--- src/rtl/fir_pkg.sv ---
// rtl/fir_pkg.sv - shared FIR output widths, saturation limits and round/shift/saturate helper
package fir_pkg;

    localparam int DEF_IN_WIDTH  = 20;
    localparam int DEF_OUT_WIDTH = 16;

    localparam logic signed [DEF_OUT_WIDTH-1:0] SAT_MAX = {1'b0, {(DEF_OUT_WIDTH-1){1'b1}}};
    localparam logic signed [DEF_OUT_WIDTH-1:0] SAT_MIN = {1'b1, {(DEF_OUT_WIDTH-1){1'b0}}};

    typedef struct packed {
        logic               sat;
        logic signed [63:0] val;
    } rss_t;

    // Round half up, arithmetic shift, clip to a signed out_w-bit range; works on a 64-bit
    // sign-extended value so any caller width up to 62 bits fits with headroom.
    function automatic rss_t round_shift_sat(input logic signed [63:0] x,
                                             input int shift,
                                             input int out_w);
        logic signed [63:0] rnd;
        logic signed [63:0] r;
        logic signed [63:0] hi;
        logic signed [63:0] lo;
        rss_t               res;
        rnd = (shift > 0) ? (64'sd1 <<< (shift - 1)) : 64'sd0;
        r   = (x + rnd) >>> shift;
        hi  = (64'sd1 <<< (out_w - 1)) - 64'sd1;
        lo  = -(64'sd1 <<< (out_w - 1));
        res.sat = 1'b1;
        if (r > hi) begin
            res.val = hi;
        end else if (r < lo) begin
            res.val = lo;
        end else begin
            res.val = r;
            res.sat = 1'b0;
        end
        return res;
    endfunction

endpackage

--- src/rtl/fir_out_fifo.sv ---
// rtl/fir_out_fifo.sv - first-word fall-through FIFO with occupancy count
module fir_out_fifo #(
    parameter int WIDTH = 16,
    parameter int DEPTH = 4,
    parameter int AW    = 2
) (
    input  logic             clk_i,
    input  logic             rst_i,
    input  logic             wr_en_i,
    input  logic [WIDTH-1:0] wr_data_i,
    input  logic             rd_en_i,
    output logic [WIDTH-1:0] rd_data_o,
    output logic             empty_o,
    output logic             full_o,
    output logic [AW:0]      count_o
);

    logic [WIDTH-1:0] mem_q [DEPTH];
    logic [AW:0]      wr_ptr_q, wr_ptr_d;
    logic [AW:0]      rd_ptr_q, rd_ptr_d;
    logic             do_rd;
    logic             do_wr;

    // Extra pointer bit separates full (MSBs differ) from empty (pointers equal).
    assign empty_o   = (wr_ptr_q == rd_ptr_q);
    assign full_o    = (wr_ptr_q[AW] != rd_ptr_q[AW]) && (wr_ptr_q[AW-1:0] == rd_ptr_q[AW-1:0]);
    assign count_o   = wr_ptr_q - rd_ptr_q;
    assign rd_data_o = empty_o ? '0 : mem_q[rd_ptr_q[AW-1:0]];

    always_comb begin
        do_rd    = rd_en_i && !empty_o;
        do_wr    = wr_en_i && (!full_o || do_rd);
        wr_ptr_d = do_wr ? wr_ptr_q + 1'b1 : wr_ptr_q;
        rd_ptr_d = do_rd ? rd_ptr_q + 1'b1 : rd_ptr_q;
    end

    always_ff @(posedge clk_i) begin
        if (rst_i) begin
            wr_ptr_q <= '0;
            rd_ptr_q <= '0;
        end else begin
            wr_ptr_q <= wr_ptr_d;
            rd_ptr_q <= rd_ptr_d;
        end
    end

    always_ff @(posedge clk_i) begin
        if (do_wr) begin
            mem_q[wr_ptr_q[AW-1:0]] <= wr_data_i;
        end
    end

endmodule

--- src/rtl/fir_out_decimator.sv ---
// rtl/fir_out_decimator.sv - decimate, round/shift/saturate and queue FIR output samples
module fir_out_decimator
    import fir_pkg::*;
#(
    parameter int IN_WIDTH  = DEF_IN_WIDTH,
    parameter int OUT_WIDTH = DEF_OUT_WIDTH,
    parameter int SHIFT     = 2,
    parameter int DECIM     = 2,
    parameter int DEPTH     = 4,
    parameter int AW        = 2
) (
    input  logic                 clk,
    input  logic                 rst,
    input  logic [IN_WIDTH-1:0]  y_in,
    input  logic                 in_valid,
    input  logic                 clr_flags,
    output logic [OUT_WIDTH-1:0] out_data,
    output logic                 out_valid,
    input  logic                 out_ready,
    output logic [AW:0]          count,
    output logic                 sat_flag,
    output logic                 ovf_flag
);

    localparam int PW = (DECIM > 1) ? $clog2(DECIM) : 1;

    logic [PW-1:0]        phase_q, phase_d;
    logic                 s1_valid_q, s1_valid_d;
    logic [OUT_WIDTH-1:0] s1_data_q, s1_data_d;
    logic                 sat_q, sat_d;
    logic                 ovf_q, ovf_d;
    logic                 keep;
    logic                 rd_fire;
    logic                 fifo_empty;
    logic                 fifo_full;
    logic signed [63:0]   y_ext;
    rss_t                 rs;
    logic                 unused_rs_hi;

    assign y_ext        = {{(64-IN_WIDTH){y_in[IN_WIDTH-1]}}, y_in};
    assign unused_rs_hi = ^rs.val[63:OUT_WIDTH];

    always_comb begin
        keep       = in_valid && (phase_q == '0);
        rd_fire    = out_valid && out_ready;
        rs         = round_shift_sat(y_ext, SHIFT, OUT_WIDTH);
        phase_d    = phase_q;
        if (in_valid) begin
            phase_d = (phase_q == PW'(DECIM - 1)) ? '0 : phase_q + PW'(1);
        end
        s1_valid_d = keep;
        s1_data_d  = rs.val[OUT_WIDTH-1:0];
        // A new event in the same cycle as a clear leaves the flag set.
        sat_d      = (sat_q && !clr_flags) || (keep && rs.sat);
        ovf_d      = (ovf_q && !clr_flags) || (s1_valid_q && fifo_full && !rd_fire);
    end

    always_ff @(posedge clk) begin
        if (rst) begin
            phase_q    <= '0;
            s1_valid_q <= 1'b0;
            s1_data_q  <= '0;
            sat_q      <= 1'b0;
            ovf_q      <= 1'b0;
        end else begin
            phase_q    <= phase_d;
            s1_valid_q <= s1_valid_d;
            s1_data_q  <= s1_data_d;
            sat_q      <= sat_d;
            ovf_q      <= ovf_d;
        end
    end

    fir_out_fifo #(
        .WIDTH (OUT_WIDTH),
        .DEPTH (DEPTH),
        .AW    (AW)
    ) u_fifo (
        .clk_i     (clk),
        .rst_i     (rst),
        .wr_en_i   (s1_valid_q),
        .wr_data_i (s1_data_q),
        .rd_en_i   (out_ready),
        .rd_data_o (out_data),
        .empty_o   (fifo_empty),
        .full_o    (fifo_full),
        .count_o   (count)
    );

    assign out_valid = !fifo_empty;
    assign sat_flag  = sat_q;
    assign ovf_flag  = ovf_q;

endmodule

--- config.mk ---
export PLATFORM = sky130hd
export DESIGN_NAME = fir_out_decimator
export DESIGN_NICKNAME = d
export VERILOG_FILES = /design/src/rtl/fir_pkg.sv /design/src/rtl/fir_out_fifo.sv /design/src/rtl/fir_out_decimator.sv
export SDC_FILE = /design/constraint.sdc
export NUM_CORES = 1
export LEC_CHECK = 0
export CAP_MARGIN = 20
export CELL_PAD_IN_SITES_DETAIL_PLACEMENT = 1
export CELL_PAD_IN_SITES_GLOBAL_PLACEMENT = 2
export CORE_UTILIZATION = 34
export DETAILED_ROUTE_END_ITERATION = 8
export PLACE_DENSITY = 0.75
export SLEW_MARGIN = 10
export SYNTH_ARGS = -nofsm -noshare
export SYNTH_HDL_FRONTEND = slang
export SYNTH_SLANG_ARGS = --single-unit
export TNS_END_PERCENT = 20
--- constraint.sdc ---
create_clock -name clk -period 2.4 [get_ports clk]
set_input_delay 0.24 -clock clk [delete_from_list [all_inputs] [get_ports clk]]
set_output_delay 0.24 -clock clk [all_outputs]
set_load 0.01 [all_outputs]
==> metrics.txt, run 1 <==
status=complete, no violations; top cells by area, synth=edfxtp_1, dfxtp_1, mux4_2; Mapped Nets=307; register area=2480 sq um; Post-synth EDFFs=64; fillcell total=1,191; post-route ant nets=0; Tcrit/Tclk final=91.9%; Top FF cell, synth=edfxtp_1; post-route DRC violation count=0; maximum clock path buffer count=2; # rows=39; Synth Register Bits=92; Avg Cell Area, Syn=14.6 sq um; fin. max-slew vios=0; CTS buffer count=9; Rel. slew slack=70.3%; H-tree depth=3; XOR/XNOR Fraction of Synth Area=4.85%; Hold WS=0.462 ns; GR Overflow Total=0; via count=2,424; via count of the first global-routing pass=2,521; Max VDD drop=0.000343 V; Worst setup SP type=flop; post-synthesis sequential area ratio=62.4%; Routed Wire Length=7950 um; fraction of synthesized area in multiplexers=9.31%; maximum fanout along the worst path=4; Leak=2.04 nW; main combinational cell family by area after synthesis=simple AND/OR/NAND/NOR gates; Top Ports=47; Worst setup EP type=output port; area leader, netlist=edfxtp_1; PnR worst setup slack=0.193 ns; GRT Util Overall=14.4%; Hold Path Class=flop to flop; nets=386; die area=12,100 sq um; vias per inst=4.85; Vert. Die Dim=110 um; diode count=0; Setup TNS=0 ns; Die Wd=110 um; fin crit period=2.21 ns; DR WL/cell=15.9 um; asr flop ratio synth=0%; global-route wire length before repair=12,700 um; DP HPWL=5820 um; Post-Synthesis Cell Area=3980 sq um; Multi-input gate area=1410 sq um; Adder-Cell Fraction of Synth Area=3.02%; Synth cell types=43; DR pass1 iterations=4; CP required=2.16 ns; worst slew pin tran=0.441 ns; YS warnings=0; clk sink count=92; Setup Buffers After CTS=0; # port buffers=45; Skew-Pair Late Insertion Delay=0.33 ns; Synth Area in Compound Gates=6.10%; Worst-path clk slew=0.06 ns; final setup vio count=0; fraction of synthesized cell area taken by the top area cell type=48.3%; layout cells sized above 1=23.0%; arrival time worst endpoint=1.97 ns; synth-to-layout area growth=29.0%; Final Hold Fails=0; Post-Synthesis Cells=273; top-count cell post-synth=edfxtp_1; Starting Density=34.8%; RePlAce Congestion=0.857; critical path class=flop to output port; CTS tree=built; RSZ-0062 raised after global routing=no; Simple-Gate Fraction of Synth Area=12.3%; Setup WS pre-CTS=-0.0697 ns; Overall Power=3.68 mW; Clock Skew=0.00815 ns; Root Driver=clkbuf_16; core area=11,400 sq um; DR iter-0 viols=95; pin count of the biggest net entering global routing=21; synth cell count leaders=edfxtp_1, dfxtp_1, and2_1; MaxCap Viol Count=0; Cell Pwr Density=717 nW/um^2; fmax=453 MHz; antenna violations before repair=0
-- cells by family after synthesis --
family	Yosys count
multiplexers	17
AO/OA/AOI/OAI	30
flip-flops	92
XOR/XNOR	22
buffers and inverters	17
adder cells (fa/ha/maj)	9
AND/OR/NAND/NOR	86
-- cells in the final DEF, fill, tap and decap left out, types with 2 or more instances in the layout --
cell             count
buf_4               29
xnor2_1             13
nand4_1              7
and2_1              21
and3_1               3
mux4_2              16
nand3_1             11
dlymetal6s2s_1      17
nand2_1             13
o21ai_1              6
o2111ai_1            2
nor2_1              15
clkinv_2             4
a21oi_1              3
xor2_1               9
or2_2                2
buf_12               2
o21ai_2             10
clkdlybuf4s50_1     28
nor3_1               3
or3_1                2
or4_4                2
edfxtp_1            64
inv_1                8
clkbuf_16            9
dfxtp_1             27
ha_1                 8
clkbuf_1             2
-- path summary, 6_finish.rpt --
kind | from | endpoint | slack [ns] | cells past startpoint
min | sat_flag | sat_flag | 0.46 | 2
min reg2reg | sat_flag | sat_flag | 0.46 | 2
max reg2reg | u_fifo.rd_ptr_q[1] | u_fifo.mem_q[3][14] | 0.48 | 6
max | u_fifo.wr_ptr_q[0] | count[1] | 0.19 | 5
-- sequential cells by signal (all words and copies together), names as in the netlist, named ones only --
signal	count
u_fifo.mem_q	64
s1_data_q	16
u_fifo.rd_ptr_q	3
u_fifo.wr_ptr_q	3
ovf_flag	1
phase_q	1
s1_valid_q	1
sat_flag	1
-- repair_timing --
item | 4_1_cts | 5_1_grt
setup endpoints to repair | 16 | 18
gates cloned | 0 | 0
hold buffers | 0 | 0
resized for setup | 1 | 18
-- metal layers --
layer	wire [um]	share of wire (%)	track usage, %	up-vias
met2	3990	50	25.9	46
met3	288	3.6	2.82	9
met4	125	1.6	5.55	0
met1	3550	45	16.9	1187
met5	0	0	0	-
li1	-	-	-	1182
-- final cells by class --
type,instances,area share [%]
Timing Repair Buffer,77,14.9
Clock buffer,11,4.54
Sequential cell,92,48.4
Multi-Input combinational cell,164,27.6
Tap cell,143,3.49
Inverter,8,0.585
Clock inverter,5,0.561
-- worst max-delay path, stage by stage, from the launching register on --
cell             delay [ns]
dfxtp_2                0.36
inv_1                  0.09
ha_1                   0.20
fa_1                   0.42
inv_1                  0.06
clkdlybuf4s50_1        0.52
-- where the power goes --
group	leakage, nW	switching, mW	internal, mW
clock network	0.133	0.542	0.696
logic	1.09	0.276	0.348
registers	0.821	0.0430	1.77
-- through the flow --
stage / utilization [%] / std cells / cell area [sq um]
3_5_place_dp: 42.2 / 484 / 4820
2_1_floorplan: - / 273 / 3980
4_1_cts: 44.5 / 500 / 5090
5_1_grt: 44.9 / 500 / 5130
6_report: 44.9 / 500 / 5130
3_3_place_gp: 42.2 / 484 / 4820
(Power assumes the default switching activity.)
==> inputs of run 2 (changes only) <==
Settings changed: CORE_ASPECT_RATIO set to 1.25, PLACE_DENSITY 0.75 to 0.74, SYNTH_HIERARCHICAL set to 1.
==> run 2 against run 1 <==
Compared with the run above:
- count of clock-buffer cells in the layout is 1 lower
- global-route usage is 0.92 points lower
- maximum frequency is 3.1% lower
- non-clock buffer count is 14 lower
- critical endpoint is now count[2]
==> metrics.txt, run 2 <==
Post-Synthesis Cell Area=4090 sq um; DR pass1 iterations=4; fin crit period=2.28 ns; CTS tree=built; DR WL/cell=15.1 um; synth-to-layout area growth=25.3%; clk sink count=92; antenna violations before repair=0; CTS buffer count=9; Multi-input gate area=1520 sq um; fin. max-slew vios=0; pin count of the biggest net entering global routing=20; CP Depth=5; fillcell total=1,220; Tcrit/Tclk final=94.9%; Avg Cell Area, Syn=14.8 sq um; asr flop ratio synth=0%; commonest non-fill, non-tap cell in the layout=edfxtp_1; post-route ant nets=0; GR Overflow Total=0; diode count=0; GRT Util Overall=13.5%; MaxCap Viol Count=0; critical path class=flop to output port; via count of the first global-routing pass=2,480; Starting Density=35.1%; H-tree depth=3; WHS Path Cells=2; via count=2,364; synth cell count leaders=edfxtp_1, dfxtp_1, and2_1; Post-Synthesis Cells=276; vias per inst=4.68; post-synthesis sequential area ratio=60.6%; Setup WS pre-CTS=-0.0427 ns; worst reg2reg path depth=6; area leader, netlist=edfxtp_1; RePlAce Congestion=0.762; Routed Wire Length=7620 um; CP required=2.16 ns; most frequent cells in the layout=edfxtp_1, clkdlybuf4s50_1, dfxtp_1, and2_1; status=complete, no violations; nets=373; Worst setup EP type=output port; PnR worst setup slack=0.123 ns; YS warnings=6; Max VDD drop=0.000490 V; DR iter-0 viols=62; Leak=1.87 nW; core area=11,700 sq um; Root Driver=clkbuf_16; register area=2490 sq um; Synth cell types=58; Rel. slew slack=51.7%; Top FF cell, synth=edfxtp_1; CP Buf/Inv Count=2; Mapped Nets=310; Slowest cell on crit path=clkdlybuf4s50_1; # port buffers=45; Synth Register Bits=92; Vert. Die Dim=125 um; arrival time worst endpoint=2.04 ns; top cells by area, synth=edfxtp_1, dfxtp_1, mux4_2; Final Instance Area=5130 sq um; Skew-Pair Late Insertion Delay=0.33 ns; Worst-path clk slew=0.06 ns; fmax=439 MHz; CTS Hold Bufs=0; die area=12,500 sq um; Clock Skew=0.00513 ns; maximum clock path buffer count=2; Post-synth EDFFs=64; Cell Pwr Density=761 nW/um^2; fraction of synthesized cell area taken by the top area cell type=46.9%; CP top delay family=buffers and inverters; cells along the critical path=inv_2 -> ha_4 -> fa_1 -> xnor2_1 -> clkdlybuf4s50_1; maximum fanout along the worst path=4; # rows=44; CP max stage delay=0.56 ns; layout cells sized above 1=23.8%; Worst setup SP type=flop; post-route DRC violation count=0; top-count cell post-synth=edfxtp_1; max reg flops=64; final setup vio count=0; Die Wd=100 um; Top Ports=47; DP HPWL=5540 um; Post-DP Area=4840 sq um; RSZ-0062 raised after global routing=no; Hold Path Class=flop to flop; worst slew pin tran=0.722 ns; global-route wire length before repair=12,600 um; Final Hold Fails=0
run 2: cell types whose count changed after synthesis, sizes merged, moves of 4 or more:
cell / previous run / this run
o21ai: 16 / 6
o22ai: 0 / 10
nand3: 11 / 3
mux2: 0 / 4
nand2: 13 / 17
nand4: 8 / 4
run 2: final timing paths:
check	start	to	slack, ns
setup / recovery	u_fifo/wr_ptr_q[0]	count[2]	0.12
hold / removal	sat_flag	sat_flag	0.47
setup reg to reg	u_fifo/rd_ptr_q[1]	u_fifo/mem_q[2][12]	0.53
hold reg to reg	sat_flag	sat_flag	0.47
run 2: layout make-up:
type,count,share of cell area [%]
clock buffers,10,4.46
repair buffers,63,11.7
inverters,11,0.805
clock inverters,6,0.927
well taps,161,3.93
multi-input cells,162,29.7
flip-flops and latches,92,48.5
run 2: through the flow:
step | utilization [%] | TNS [ns] | power [mW] | hold slack (ns) | std cells
finish | 43.9 | 0 | 3.90 | 0.468 | 505
global route | 43.9 | 0 | 4.09 | 0.489 | 505
CTS | 43.9 | 0 | 3.97 | 0.477 | 505
detailed placement | 41.5 | -0.325 | 2.72 | 0.461 | 489
global placement | 41.5 | 0 | 2.71 | 0.446 | 489
floorplan | - | 0 | 2.29 | 0.370 | 276
run 2: what timing repair did:
action / CTS / global route
setup buffers: 0 / 0
setup endpoints to repair: 18 / 3
gates resized for setup: 18 / 4
run 2: power breakdown:
part	internal, mW	switching, mW	leakage (nW)
logic	0.442	0.362	0.906
clock network	0.714	0.566	0.139
registers	1.77	0.0467	0.821
run 2: layer usage:
metal,share of wire [%],track usage (%)
met3,2.3,2.08
met5,0,0
met4,2.0,7.59
met2,52,22.7
met1,44,16.3
run 2: kinds of logic (layout without fill, tap and decap cells):
logic type / count (synthesis) / in the layout / share of synthesized area, %
flops: 92 / 92 / 60.6
simple gates: 76 / 76 / 10.9
compound gates: 37 / 37 / 8.31
mux: 22 / 22 / 10.6
buf+inv: 22 / 90 / 2.57
xor+xnor: 18 / 18 / 4.03
fa+ha+maj: 9 / 9 / 2.93
run 2: worst reg2reg max path: stages, from the launching register on:
cell and delay [ns]:
dfxtp_2 0.35, inv_1 0.06, ha_1 0.28, nand2_1 0.18, o31a_1 0.26, and2_1 0.15
buf_4 0.26
